**src/rtl/pipe_reg_chain.sv**
```systemverilog
// Elastic valid/ready register chain: STAGES flops deep, bubbles collapse, flush clears.
// Latency: an entry accepted on edge k is presented after edge k+STAGES-1.
// Backpressure: in_ready follows out_ready combinationally through the advance chain; no skid storage.
module pipe_reg_chain #(
  parameter int WIDTH  = 8,
  parameter int STAGES = 2
) (
  input  logic                        clk,
  input  logic                        reset,
  input  logic                        flush,
  input  logic                        in_valid,
  output logic                        in_ready,
  input  logic [WIDTH-1:0]            in_data,
  output logic                        out_valid,
  input  logic                        out_ready,
  output logic [WIDTH-1:0]            out_data,
  output logic [$clog2(STAGES+1)-1:0] count
);

  localparam int CW = $clog2(STAGES + 1);

  // Stage 0 is the input side, stage STAGES-1 drives the output.
  logic [WIDTH-1:0]  data_q [STAGES];
  logic [WIDTH-1:0]  data_d [STAGES];
  logic [STAGES-1:0] valid_q;
  logic [STAGES-1:0] valid_d;

  // adv[i]: stage i hands its entry downstream this cycle.
  // sink_ok[i]: stage i can take a new entry (empty or emptying);
  // sink_ok[STAGES] is the downstream consumer.
  logic [STAGES-1:0] adv;
  logic [STAGES:0]   sink_ok;
  logic [STAGES-1:0] hand;
  logic [WIDTH-1:0]  up_dat [STAGES];
  logic              kill;
  logic              in_xfer;
  logic [CW-1:0]     count_c;

  // Reset also masks the handshake so no transfer is reported on a reset edge.
  assign kill    = flush | reset;
  assign in_ready  = sink_ok[0] & ~kill;
  assign in_xfer   = in_valid & in_ready;
  assign out_valid = valid_q[STAGES-1] & ~kill;
  assign out_data  = data_q[STAGES-1];
  assign count     = count_c;

  // Advance chain, evaluated from the output side back toward the input.
  always_comb begin
    adv     = '0;
    sink_ok = '0;
    sink_ok[STAGES] = out_ready;
    for (int i = STAGES - 1; i >= 0; i--) begin
      adv[i]     = valid_q[i] & sink_ok[i+1] & ~kill;
      sink_ok[i] = ~valid_q[i] | adv[i];
    end
  end

  // Hand-over into each stage: input transfer for stage 0, advance of the previous stage otherwise.
  always_comb begin
    hand      = '0;
    hand[0]   = in_xfer;
    up_dat[0] = in_data;
    for (int i = 1; i < STAGES; i++) begin
      hand[i]   = adv[i-1];
      up_dat[i] = data_q[i-1];
    end
  end

  // Next state: load on hand-over, empty on advance without load, clear all valids on flush.
  always_comb begin
    valid_d = valid_q;
    for (int i = 0; i < STAGES; i++) begin
      data_d[i] = data_q[i];
      if (hand[i]) begin
        data_d[i]  = up_dat[i];
        valid_d[i] = 1'b1;
      end else if (adv[i]) begin
        valid_d[i] = 1'b0;
      end
    end
    if (flush) begin
      valid_d = '0;
    end
  end

  // State registers; data flops only change on load so stale payload is retained in empty stages.
  always_ff @(posedge clk) begin
    if (reset) begin
      valid_q <= '0;
      for (int i = 0; i < STAGES; i++) begin
        data_q[i] <= '0;
      end
    end else begin
      valid_q <= valid_d;
      data_q  <= data_d;
    end
  end

  // Occupancy is a popcount of the registered valids only.
  always_comb begin
    count_c = '0;
    for (int i = 0; i < STAGES; i++) begin
      count_c = count_c + CW'(valid_q[i]);
    end
  end

endmodule

```
**config.mk**
```make
export PLATFORM = sky130hd
export DESIGN_NAME = pipe_reg_chain
export DESIGN_NICKNAME = d
export VERILOG_FILES = /design/src/rtl/pipe_reg_chain.sv
export SDC_FILE = /design/constraint.sdc
export NUM_CORES = 1
export LEC_CHECK = 0
export CAP_MARGIN = 0
export CORE_ASPECT_RATIO = 1.25
export CORE_MARGIN = 2
export CORE_UTILIZATION = 35
export DETAILED_ROUTE_END_ITERATION = 10
export HOLD_SLACK_MARGIN = 0.1
export MAX_ROUTING_LAYER = met4
export PLACE_DENSITY = 0.59
export SYNTH_ARGS = -nofsm -noshare
export SYNTH_HDL_FRONTEND = slang
export SYNTH_SLANG_ARGS = --single-unit
```
**constraint.sdc**
```tcl
create_clock -name clk -period 1.4 [get_ports clk]
set_input_delay 0.28 -clock clk [delete_from_list [all_inputs] [get_ports clk]]
set_output_delay 0.28 -clock clk [all_outputs]
set_load 0.01 [all_outputs]
```
==> results.json <==
{
  "whs_path_depth": 2,
  "fillers": 239,
  "cts.sinks": 18,
  "num_rows": 19,
  "worstPathCellList": "dlygate4sd2_1, nor2_4, and2_1, dlygate4sd2_1",
  "rsz0062_at_grt": "false",
  "period_share_pct": 95.82,
  "cpMostUsedCell": "dlygate4sd2_1",
  "hold_class": "reg -> reg",
  "crit_buf_inv": 2,
  "finalSetupViolations": 0,
  "synth_top_cell_by_area": "dfxtp_1",
  "synth-adder-area-share_pct": 1.504,
  "reg2reg_from": "valid_q[0]",
  "area_delta_synth_final_pct": 32.78,
  "numCtsBuffers": 3,
  "critPathTopFamily": "buffers and inverters",
  "n_antenna_cell": 0,
  "hold_viol": 0,
  "grt-busiest-layer": "met2",
  "clk_pin_slew_ps": 100,
  "syn_avg_cell_area_um2": 10.02,
  "die_area_mm2": 0.002786,
  "vdd_drop_max_mv": 0.4815,
  "grt_pass1_vias": 622,
  "syn_nets": 97,
  "fin_skew_ps": 1.401,
  "slowest_stage": "dlygate4sd2_1",
  "synthMuxAreaShare_pct": 10.83,
  "netlist_instances": 83,
  "initial_core_util_pct": 37.23,
  "drive_gt1_share_pct": 28.04,
  "hp-start": "out_data[3]",
  "period_needed_ps": 1341,
  "die_x_um": 47.61,
  "worst_pin_slew_ps": 323.7,
  "grt_max_degree": 19,
  "ioPinCount": 25,
  "synth-async-reset-ratio_pct": 0,
  "grt.met3_usage_pct": 2.761,
  "drt_pass1_iterations": 4,
  "yosys_warnings": 0,
  "ant_nets": 0,
  "synth_simple_gate_area_share_pct": 18.20,
  "max-clock-path-buffers": 2,
  "max_slew_margin_pct": 78.40,
  "synth_top_family_by_area": "simple AND/OR/NAND/NOR gates",
  "crit_type": "in -> out",
  "setup_ws_ps": 58.58,
  "end_kind": "primary output",
  "cp-start-kind": "primary input",
  "leakagePower_nw": 0.4782,
  "synthFlopType": "dfxtp_1",
  "ys_types": 21,
  "synth_top_area_share_pct": 43.31,
  "rrSetupSlack_ps": 70,
  "drt_first_iter_violations": 9,
  "numPortBuffers": 24,
  "ys_top_cells_by_area": "dfxtp_1, mux2_2, buf_4",
  "slew_viol_final": 0,
  "place_congestion": 0.7063,
  "run_status": "completed",
  "core_area_mm2": 0.002235,
  "vias_per_cell": 4.565,
  "dpl_worst_slack_ps": -531.7,
  "arrival_ps": 1060,
  "drv_cap": 0,
  "crit_start": "reset",
  "crit_cells": 4,
  "synth_edf_count": 0,
  "cts_root_buffer": "clkbuf_4",
  "drcViolationCount": 0,
  "netlist_top_cells_count": "dfxtp_1, nor2b_1",
  "p_per_area_mw_per_mm2": 870.0,
  "dpl.hpwl_um": 1129,
  "synth-compound-area-share_pct": 13.98,
  "use_met1_pct": 14.91,
  "worstPathRequired_ps": 1120,
  "fp.dieH_um": 58.51,
  "syn-cell-area_um2": 832.0,
  "gr-usage-met2_pct": 20.66,
  "vias": 630,
  "nets": 122,
  "synthMostInstantiatedCell": "dfxtp_1",
  "yosysSeqAreaShare_pct": 43.31,
  "wire_per_inst_um": 10.62,
  "htreeDepth": 1,
  "grt_pass1_wl_um": 2525,
  "synth_xor_area_share_pct": 0,
  "routed_wirelength_um": 1465,
  "fin_util_pct": 49.44,
  "antenna_found_initial": 0,
  "max_freq_mhz": 745.5,
  "crit_fanout": 3,
  "max_stage_delay_ps": 280,
  "cts_tree": "built",
  "overflow": 0,
  "ys_ff_latch": 18,
  "track_usage_pct": 12.85,
  "r2r_cells": 6,
  "clkLatencyLatePin_ps": 290
}
## worst register-to-register path: cells and delay by family (launching register included)
kind | cells | cell delay, ps
mux | 1 | 330
buf+inv | 4 | 410
flops | 1 | 340
compound gates | 1 | 140
## layout by cell type (no fill, tap or decap), types with 3 or more instances in the layout
| cell | count |
|---|---|
| a21oi_1 | 8 |
| clkdlybuf4s50_1 | 9 |
| nor2b_1 | 8 |
| dlygate4sd2_1 | 11 |
| clkbuf_4 | 3 |
| dfxtp_1 | 16 |
| mux2_2 | 8 |
| nand3_1 | 8 |
| o21ai_1 | 7 |
| buf_4 | 7 |
## final timing paths
| check | end |
|---|---|
| worst max-delay path | out_valid |
| worst min-delay path | out_data[3] |
| worst max register to register | data_q[12] |
| worst min register to register | out_data[3] |
## cell type report
class | count | area (um^2) | share of cell area, %
multi-input cells | 52 | 380.4 | 34.43
well taps | 31 | 38.79 | 3.511
flip-flops and latches | 18 | 362.8 | 32.84
clock buffers | 4 | 36.28 | 3.284
inverters | 1 | 3.754 | 0.3398
repair buffers | 32 | 282.8 | 25.59
## metal layers
metal	up-vias	wire, um	part of all wire (%)
li1	329	-	-
met4	0	25	1.7
met5	-	0	0
met1	283	650	44
met2	14	730	50
met3	4	58	4.0
## stage by stage
stage	cells	total power [mW]	cell area [um^2]	hold WS (ps)	TNS, ps
after floorplan	83	0.5994	832.0	388.6	0
after global placement	133	0.6547	1066	450.6	-7666
after detailed placement	133	0.6562	1066	456.7	-8176
after CTS	138	0.9665	1090	468.9	0
after global routing	138	1.011	1105	495.5	0
final	138	0.9612	1105	463.5	0
## power breakdown
part | switching (mW) | internal, mW
logic | 0.0400 | 0.0661
clock network | 0.161 | 0.158
registers | 0.00767 | 0.528
## cells by family (layout without fill, tap and decap cells)
| family | Yosys count | count (layout) |
|---|---|---|
| simple gates | 23 | 23 |
| flops | 18 | 18 |
| compound gates | 20 | 20 |
| buf+inv | 13 | 37 |
| fa+ha+maj | 1 | 1 |
| mux | 8 | 8 |
## state kept, by name (all words and copies together), names as in the netlist
signal	flops
data_q	8
out_data	8
valid_q	2
## what timing repair did
item,4_1_cts,5_1_grt
hold buffers,0,0
setup endpoints to repair,29,10
buffers inserted,1,0
pin swaps,0,2
gates resized for setup,24,5
No activity file was read; power rests on OpenSTA's default activity.
